===== src/rtl/vga_timing_pkg.sv =====
// Shared VGA timing defaults, widths and pattern encodings for the pattern
// source and any receive-side self-test that reuses the sync generator.
package vga_timing_pkg;

  localparam int COL_W = 12;
  localparam int ROW_W = 11;

  localparam int H_VISIBLE_DEF = 640;
  localparam int H_FRONT_DEF   = 16;
  localparam int H_SYNC_DEF    = 96;
  localparam int H_BACK_DEF    = 48;
  localparam int V_VISIBLE_DEF = 480;
  localparam int V_FRONT_DEF   = 10;
  localparam int V_SYNC_DEF    = 2;
  localparam int V_BACK_DEF    = 33;

  localparam int BAR_LEN = 16;

  function automatic int line_total(int vis, int front, int sync, int back);
    return vis + front + sync + back;
  endfunction

  localparam int H_TOTAL_DEF = line_total(H_VISIBLE_DEF, H_FRONT_DEF, H_SYNC_DEF, H_BACK_DEF);
  localparam int V_TOTAL_DEF = line_total(V_VISIBLE_DEF, V_FRONT_DEF, V_SYNC_DEF, V_BACK_DEF);

  typedef enum logic [1:0] {
    MODE_BARS    = 2'd0,
    MODE_CHECKER = 2'd1,
    MODE_SOLID   = 2'd2,
    MODE_MOVING  = 2'd3
  } mode_e;

  // Combinational decode of the current counter position.
  typedef struct packed {
    logic hsync;
    logic vsync;
    logic visible;
    logic frame_first;
    logic line_last;
    logic frame_last;
  } sync_t;

endpackage


===== src/rtl/vga_sync_gen.sv =====
// Column/line counters plus sync, visible and frame-boundary decode. The
// decode describes the current counter state; callers register it.
module vga_sync_gen
  import vga_timing_pkg::*;
#(
  parameter int   H_VISIBLE   = H_VISIBLE_DEF,
  parameter int   H_FRONT     = H_FRONT_DEF,
  parameter int   H_SYNC      = H_SYNC_DEF,
  parameter int   H_BACK      = H_BACK_DEF,
  parameter int   V_VISIBLE   = V_VISIBLE_DEF,
  parameter int   V_FRONT     = V_FRONT_DEF,
  parameter int   V_SYNC      = V_SYNC_DEF,
  parameter int   V_BACK      = V_BACK_DEF,
  parameter logic SYNC_ACTIVE = 1'b0
) (
  input  logic             clock,
  input  logic             reset,
  output logic [COL_W-1:0] col,
  output logic [ROW_W-1:0] row,
  output sync_t            tm
);

  localparam int H_TOTAL = line_total(H_VISIBLE, H_FRONT, H_SYNC, H_BACK);
  localparam int V_TOTAL = line_total(V_VISIBLE, V_FRONT, V_SYNC, V_BACK);

  localparam logic [COL_W-1:0] H_LAST = COL_W'(H_TOTAL - 1);
  localparam logic [COL_W-1:0] H_VIS  = COL_W'(H_VISIBLE);
  localparam logic [COL_W-1:0] HS_BEG = COL_W'(H_VISIBLE + H_FRONT);
  localparam logic [COL_W-1:0] HS_END = COL_W'(H_VISIBLE + H_FRONT + H_SYNC);
  localparam logic [ROW_W-1:0] V_LAST = ROW_W'(V_TOTAL - 1);
  localparam logic [ROW_W-1:0] V_VIS  = ROW_W'(V_VISIBLE);
  localparam logic [ROW_W-1:0] VS_BEG = ROW_W'(V_VISIBLE + V_FRONT);
  localparam logic [ROW_W-1:0] VS_END = ROW_W'(V_VISIBLE + V_FRONT + V_SYNC);

  always_ff @(posedge clock) begin
    if (reset) begin
      col <= '0;
      row <= '0;
    end else if (col == H_LAST) begin
      col <= '0;
      row <= (row == V_LAST) ? '0 : row + 1'b1;
    end else begin
      col <= col + 1'b1;
    end
  end

  always_comb begin
    tm             = '0;
    tm.hsync       = (col >= HS_BEG && col < HS_END) ? SYNC_ACTIVE : ~SYNC_ACTIVE;
    tm.vsync       = (row >= VS_BEG && row < VS_END) ? SYNC_ACTIVE : ~SYNC_ACTIVE;
    tm.visible     = (col < H_VIS) && (row < V_VIS);
    tm.frame_first = (col == '0) && (row == '0);
    tm.line_last   = (col == H_LAST);
    tm.frame_last  = (col == H_LAST) && (row == V_LAST);
  end

endmodule


===== src/rtl/vga_pattern_source.sv =====
// VGA transmit-side test pattern source: sync timing plus a 1-bit-per-channel
// RGB pattern whose mode and colour only change at frame boundaries.
module vga_pattern_source
  import vga_timing_pkg::*;
#(
  parameter int   H_VISIBLE   = H_VISIBLE_DEF,
  parameter int   H_FRONT     = H_FRONT_DEF,
  parameter int   H_SYNC      = H_SYNC_DEF,
  parameter int   H_BACK      = H_BACK_DEF,
  parameter int   V_VISIBLE   = V_VISIBLE_DEF,
  parameter int   V_FRONT     = V_FRONT_DEF,
  parameter int   V_SYNC      = V_SYNC_DEF,
  parameter int   V_BACK      = V_BACK_DEF,
  parameter logic SYNC_ACTIVE = 1'b0,
  parameter int   BAR_WIDTH   = 80,
  parameter int   MOVE_STEP   = 4
) (
  input  logic             clock,
  input  logic             reset,
  input  logic [1:0]       mode,
  input  logic [2:0]       solid_rgb,
  output logic             hsync,
  output logic             vsync,
  output logic [2:0]       rgb,
  output logic             visible,
  output logic [COL_W-1:0] display_col,
  output logic [ROW_W-1:0] display_row,
  output logic             frame_start,
  output logic [7:0]       frame_count
);

  localparam logic [COL_W-1:0] BAR_LAST = COL_W'(BAR_WIDTH - 1);
  localparam logic [COL_W:0]   H_VIS_X  = (COL_W+1)'(H_VISIBLE);
  localparam logic [COL_W:0]   STEP_X   = (COL_W+1)'(MOVE_STEP);
  localparam logic [COL_W:0]   BLEN_X   = (COL_W+1)'(BAR_LEN - 1);

  logic [COL_W-1:0] col;
  logic [ROW_W-1:0] row;
  sync_t            tm;

  vga_sync_gen #(
    .H_VISIBLE  (H_VISIBLE),
    .H_FRONT    (H_FRONT),
    .H_SYNC     (H_SYNC),
    .H_BACK     (H_BACK),
    .V_VISIBLE  (V_VISIBLE),
    .V_FRONT    (V_FRONT),
    .V_SYNC     (V_SYNC),
    .V_BACK     (V_BACK),
    .SYNC_ACTIVE(SYNC_ACTIVE)
  ) u_sync (
    .clock(clock),
    .reset(reset),
    .col  (col),
    .row  (row),
    .tm   (tm)
  );

  mode_e            active_mode;
  logic [2:0]       active_solid;
  logic [COL_W-1:0] bar_pos;
  logic [COL_W-1:0] bar_cnt;
  logic [2:0]       bar_idx;
  logic [COL_W:0]   bar_sum;
  logic [COL_W:0]   bar_end;
  logic             in_bar;
  logic [2:0]       pix_rgb;

  assign bar_sum = {1'b0, bar_pos} + STEP_X;
  assign bar_end = {1'b0, bar_pos} + BLEN_X;
  // Columns past the visible edge are blanked, which clips the bar there.
  assign in_bar  = (col >= bar_pos) && ({1'b0, col} <= bar_end);

  always_ff @(posedge clock) begin
    if (reset) begin
      active_mode  <= mode_e'(mode);
      active_solid <= solid_rgb;
      frame_count  <= '0;
      bar_pos      <= '0;
      bar_cnt      <= '0;
      bar_idx      <= '0;
    end else begin
      if (tm.frame_last) begin
        active_mode  <= mode_e'(mode);
        active_solid <= solid_rgb;
        frame_count  <= frame_count + 8'd1;
        bar_pos      <= (bar_sum >= H_VIS_X) ? '0 : bar_sum[COL_W-1:0];
      end
      // bar_idx tracks the counter column: it names the colour bar of col.
      if (tm.line_last) begin
        bar_cnt <= '0;
        bar_idx <= '0;
      end else if (bar_cnt == BAR_LAST) begin
        bar_cnt <= '0;
        if (bar_idx != 3'd7) bar_idx <= bar_idx + 3'd1;
      end else begin
        bar_cnt <= bar_cnt + 1'b1;
      end
    end
  end

  always_comb begin
    pix_rgb = '0;
    if (tm.visible) begin
      case (active_mode)
        MODE_BARS:    pix_rgb = bar_idx;
        MODE_CHECKER: pix_rgb = {3{col[5] ^ row[5]}};
        MODE_SOLID:   pix_rgb = active_solid;
        MODE_MOVING:  pix_rgb = in_bar ? 3'b111 : 3'b000;
        default:      pix_rgb = '0;
      endcase
    end
  end

  always_ff @(posedge clock) begin
    if (reset) begin
      hsync       <= ~SYNC_ACTIVE;
      vsync       <= ~SYNC_ACTIVE;
      rgb         <= '0;
      visible     <= 1'b0;
      display_col <= '0;
      display_row <= '0;
      frame_start <= 1'b0;
    end else begin
      hsync       <= tm.hsync;
      vsync       <= tm.vsync;
      rgb         <= pix_rgb;
      visible     <= tm.visible;
      display_col <= col;
      display_row <= row;
      frame_start <= tm.frame_first;
    end
  end

endmodule


===== config.mk =====
export PLATFORM = sky130hd
export DESIGN_NAME = vga_pattern_source
export DESIGN_NICKNAME = d
export VERILOG_FILES = /design/src/rtl/vga_timing_pkg.sv /design/src/rtl/vga_sync_gen.sv /design/src/rtl/vga_pattern_source.sv
export SDC_FILE = /design/constraint.sdc
export NUM_CORES = 1
export LEC_CHECK = 0
export ABC_AREA = 1
export CORE_ASPECT_RATIO = 2
export CORE_MARGIN = 2
export CORE_UTILIZATION = 30
export CTS_CLUSTER_DIAMETER = 60
export DETAILED_ROUTE_END_ITERATION = 7
export DONT_BUFFER_PORTS = 1
export PLACE_DENSITY = 0.48
export SETUP_SLACK_MARGIN = 0.02
export SYNTH_ARGS = -nofsm -noshare
export SYNTH_HDL_FRONTEND = slang
export SYNTH_HIERARCHICAL = 1
export SYNTH_SLANG_ARGS = --single-unit

===== constraint.sdc =====
create_clock -name clock -period 6.2 [get_ports clock]
set_clock_uncertainty 0.1 [all_clocks]
set_input_delay 1.24 -clock clock [delete_from_list [all_inputs] [get_ports clock]]
set_output_delay 1.24 -clock clock [all_outputs]
set_load 0.005 [all_outputs]

==> metrics.txt, run 1 <==
PD cells=231.4 nW/um2; Die Y=181.7 um; mux cell area share after synthesis=0%; DRC violations left=0; CTS clk-pin slew, worst paths=0.07 ns; initial antenna violation count=0; Placement Rows=65; WL per Instance=12.18 um; Die Area=approximately 17000 um2; Post-Route WL=between 10 and 15 mm; RSZ-0062 raised after global routing=false; CTS H-tree lvls=3; critical path capture point type=register; Final ANT Viol Nets=0; crit path time final=2.936 ns; CTS tree=done; vias in the first global route=3704; synth unique cells=41; Via-to-Cell Ratio=about 4.5; Arrival @ worst endpoint=slightly above 3 ns; cell count after synthesis=between 600 and 700; complex-gate fraction of the synthesized area=7.422%; Logic pwr share=under 10%; simple-gate portion of the synthesized area=approximately a third; CTS resizes=0; power share of the clock group=a little under half; sw power=260.2 uW; TritonCTS Sinks=just over 90; Flop pwr share=49.7%; Pint=958.2 uW; YS warnings=6; Hold Path Class=register to register; number of fillers in the final layout=1741; Area Growth Syn to Fin=11.15%; GR Util All Layers=about an eighth; final cycle utilization of the critical path=between 40% and 50%; top cell type's share of synthesized area=a little over a third; Finished Layout Cells=about 860; FF+latch count, synth=91; Max clock buf depth=2; global-route wire length before repair=~18 mm; CTS Hold Bufs=0; clk_lat worst skew=0.34 ns; via count=between 3000 and 4000; number of buffers added on ports=0; Max Slew Vio Count=0; ys async rst share=0%; grt ovf=0; final net count=about 700; antenna cells=0; Post-Synth XOR/XNOR Area=2.773%; FF+latch area=about 1900 um2; core area=15620 um2; critical path class=register to register; initial core utilization=30.34%; pin count of the biggest net entering global routing=38; CP startpoint kind=register; run status=finished, final reports clean; die width=roughly 93 um; Root Buffer=clkbuf_16; DRT iter0 DRCs=144; setup_tns=0 ns; Inst Count DP=846; EDFF count, synth=5; number of buffers added for setup after CTS=0; Synth area leaders=dfxtp_1 (36%), nand2_1 (10%), inv_1 (8.5%); crit path max fanout=12; IO Pins=45; final hold violation count=0; area of the multi-input gates=2407 um2; largest family of logic cells by synthesized area=simple AND/OR/NAND/NOR gates; register area share after synthesis=39.51%; Worst Max-Slew Pin Slew=0.9745 ns; layout cells sized above 1=7.867%; fmax=between 0.3 and 0.4 GHz; CTS Buf Count=9; max-cap check violation count=0; worst vdd ir=roughly 0.10 mV; RD Place Congestion=0.7908; mapped cell area=between 4000 and 5000 um2; worst endpoint required time=6.38 ns; leak pwr=2.208 nW; Power, Total=1.218 mW; Detailed Place HPWL=~8 mm; switching share of power=between 20% and 30%; most frequent cell after synthesis=nand2_1; syn_nets=692; list of most frequent post-synthesis cells=nand2_1 (130), inv_1 (107), nor2_1 (105), dfxtp_1 (86), nand3_1 (35); endpoints failing setup=0; top_reg_cell synth=dfxtp_1; DRT Pass-1 Iters=4; Yosys top cell by area=dfxtp_1; fraction of the mapped netlist area in adder cells=8.452%; Avg Inst Size Synth=7.254 um2; worst slew margin relative to its limit=34.80%
registers in the layout, summed over array words and instances (netlist names), 8 cells and up:
name         flops
frame_count      8
u_sync/col      12
display_row     11
display_col     12
u_sync/row      11
bar_cnt         12
bar_pos         10
final cells by class:
type,count,area share [%]
flip-flops and latches,91,35.55
clock inverters,5,1.093
inverters,110,7.842
clock buffers,11,5.014
well taps,201,4.777
multi-input cells,444,45.72
kinds of logic (layout without fill, tap and decap cells):
logic type / after synthesis / after routing
AO/OA/AOI/OAI: 61 / 61
adder cells (fa/ha/maj): 32 / 32
flip-flops: 91 / 91
AND/OR/NAND/NOR: 336 / 336
buffers and inverters: 118 / 126
XOR/XNOR: 15 / 15
final timing paths:
path	start	to	slack (ns)	cells after the start
max reg2reg	u_sync/col[0]	bar_pos[7]	3.26	9
min	bar_cnt[0]	bar_cnt[0]	0.34	1
max	u_sync/col[0]	bar_pos[7]	3.26	9
min reg2reg	bar_cnt[0]	bar_cnt[0]	0.34	1
cell usage in the layout, fill, tap and decap left out, drive strengths merged, types with 2 or more instances in the layout:
| cell type | count |
|---|---|
| o21ai | 24 |
| nor3 | 23 |
| xnor2 | 2 |
| nand3 | 38 |
| nor2 | 112 |
| xor2 | 13 |
| nand2 | 140 |
| a21oi | 32 |
| dfxtp | 86 |
| inv | 110 |
| nor4 | 4 |
| clkinv | 4 |
| clkbuf | 11 |
| ha | 32 |
| edfxtp | 5 |
| or2 | 5 |
| nand4 | 12 |
worst max-delay path: stages (launching register included):
cell	delay, ns
dfxtp_1	0.41
ha_1	0.21
nand2_2	0.11
nor2_8	0.19
nand3_4	0.15
nor2_1	0.77
inv_1	0.19
nor2_1	0.43
nand3_1	0.16
o21ai_2	0.14
stage by stage:
step	util, %	hold WS [ns]	setup WS [ns]	cell area, um2
after floorplan	-	0.3132	3.999	4737
after global placement	31.66	0.3280	3.307	4943
after detailed placement	31.66	0.3395	3.252	4943
after CTS	33.72	0.3492	3.232	5265
after global routing	33.72	0.3769	2.950	5265
final	33.72	0.3407	3.264	5265
power groups by stage:
stage | sequential [mW] | clock [mW] | combinational (mW)
3_5_place_dp | 0.619 | 0 | 0.0290
6_report | 0.606 | 0.584 | 0.0285
3_3_place_gp | 0.619 | 0 | 0.0288
2_1_floorplan | 0.618 | 0 | 0.0253
4_1_cts | 0.606 | 0.605 | 0.0291
5_1_grt | 0.607 | 0.632 | 0.0336
routing by layer:
layer	routed length [um]	GRT usage, %
met1	5282	18.27
met2	4742	20.96
met3	336	2.780
met4	140	4.235
met5	0	0
No activity file was read; power rests on OpenSTA's default activity.
==> inputs of run 2 (changes only) <==
==> constraint.sdc (replaced) <==
create_clock -name clock -period 3.1 [get_ports clock]
set_clock_uncertainty 0.1 [all_clocks]
set_input_delay 0.62 -clock clock [delete_from_list [all_inputs] [get_ports clock]]
set_output_delay 0.62 -clock clock [all_outputs]
set_load 0.005 [all_outputs]
==> metrics.txt, run 2 (synthesis results as in run 1) <==
run status=finished, final reports clean; DRT iter0 DRCs=213; initial core utilization=30.34%; RSZ-0062 raised after global routing=false; pin count of the biggest net entering global routing=38; Max clock buf depth=2; Via-to-Cell Ratio=4.485; DRC violations left=0; Worst Max-Slew Pin Slew=0.5557 ns; CTS tree=done; number of buffers added on ports=0; final hold violation count=0; IO Pins=45; critical path capture point type=register; crit-path most repeated cell=nor2_1; CTS H-tree lvls=3; CTS clk-pin slew, worst paths=~0.07 ns; antenna cells=0; commonest non-fill, non-tap cell in the layout=nand2_1; vias in the first global route=approximately 3700; final cycle utilization of the critical path=about 83%; Die Area=16870 um2; GR Util All Layers=13.49%; leak pwr=2.228 nW; Worst Hold Slack=0.2384 ns; RD Place Congestion=0.8179; biggest regs=bar_cnt: 12 flops, display_col: 12 flops, u_sync/col: 12 flops; Area Growth Syn to Fin=11.89%; TritonCTS Sinks=91; critical path class=register to register; via count=3884; core area=15620 um2; max-cap check violation count=0; global-route wire length before repair=18.22 mm; Final ANT Viol Nets=0; worst vdd ir=~0.23 mV; WL per Instance=12.21 um; Die Y=181.7 um; CTS Hold Bufs=0; die width=92.86 um; worst endpoint required time=3.28 ns; Hold Path Class=primary input to register; Detailed Place HPWL=about 8.0 mm; DRT Pass-1 Iters=4; setup_tns=0 ns; crit path max fanout=11; final net count=between 600 and 700; CTS Buf Count=9; layout cells sized above 1=under 10%; CTS resizes=0; Critical Path Max Stage Delay=0.41 ns; fmax=0.3902 GHz; Arrival @ worst endpoint=2.74 ns; grt ovf=0; PD cells=465.1 nW/um2; Post-Route WL=10.58 mm; worst slew margin relative to its limit=around 63%; endpoints failing setup=0; Placement Rows=65; Max Slew Vio Count=0; crit path time final=2.563 ns; most frequent cells in the layout=nand2_1 (130), inv_1 (107), nor2_1 (105), dfxtp_1 (86), nand3_1 (35); slowest CP cell=dfxtp_1; initial antenna violation count=0; CP cell instances=ha_1, nand2_2, nor2_8, nand3_4, nor2_1, buf_4, inv_1, nor2_1, nand3_1, o21ai_2; Root Buffer=clkbuf_16; clk_lat worst skew=0.34 ns; number of buffers added for setup after CTS=0; CP startpoint kind=register
## run 2: cell types whose count changed in the layout (fill, tap and decap cells not counted)
cell        delta
bufinv_16      +1
clkinv_2       -1
clkinvlp_4     +1
inv_6          -1
buf_4          +4
inv_4          +1
clkbuf_16      -1
## run 2: worst max-delay path, delay by kind of cell (launching register included)
kind                     cells  cell delay [ns]
buffers and inverters        2             0.34
AND/OR/NAND/NOR              6             1.28
AO/OA/AOI/OAI                1             0.15
adder cells (fa/ha/maj)      1             0.21
flip-flops                   1             0.41
## run 2: area by class of cell
type	instances	area, um2
repair buffers	4	30.03
multi-input cells	444	2407
flip-flops and latches	91	1872
fillers	1725	10310
inverters	110	412.9
well taps	201	251.5
clock inverters	6	87.58
clock buffers	10	239.0
## run 2: final timing paths
check / start / end / slack (ns) / cells after the start
worst min register to register: bar_cnt[0] / bar_cnt[0] / 0.34 / 1
worst max register to register: u_sync/col[0] / bar_pos[7] / 0.54 / 10
worst min-delay path: reset / display_row[6] / 0.24 / 1
worst max-delay path: u_sync/col[0] / bar_pos[7] / 0.54 / 10
## run 2: power breakdown
group / switching (mW) / internal (mW) / leakage, nW
Sequential: 0.0125 / 1.20 / 0.744
Combinational: 0.0378 / 0.0191 / 1.32
Clock: 0.467 / 0.729 / 0.159
Total: 0.518 / 1.95 / 2.23
## run 2: layer usage
layer / part of all wire (%) / vias to the layer above / GRT usage, %
met5: 0 / - / 0
met4: 1.6 / 0 / 5.118
met3: 4.5 / 9 / 2.697
met2: 45 / 77 / 20.49
met1: 49 / 1721 / 18.77
li1: - / 2077 / -
## run 2: stage by stage
step	power (mW)	cells	util, %	area [um2]	worst slack (ns)
floorplan	1.286	653	-	4737	0.9927
global placement	1.297	850	31.85	4974	0.6371
detailed placement	1.297	850	31.85	4974	0.5238
CTS	2.508	866	33.94	5300	0.5020
global route	2.568	866	33.94	5300	0.3502
finish	2.465	866	33.94	5300	0.5370
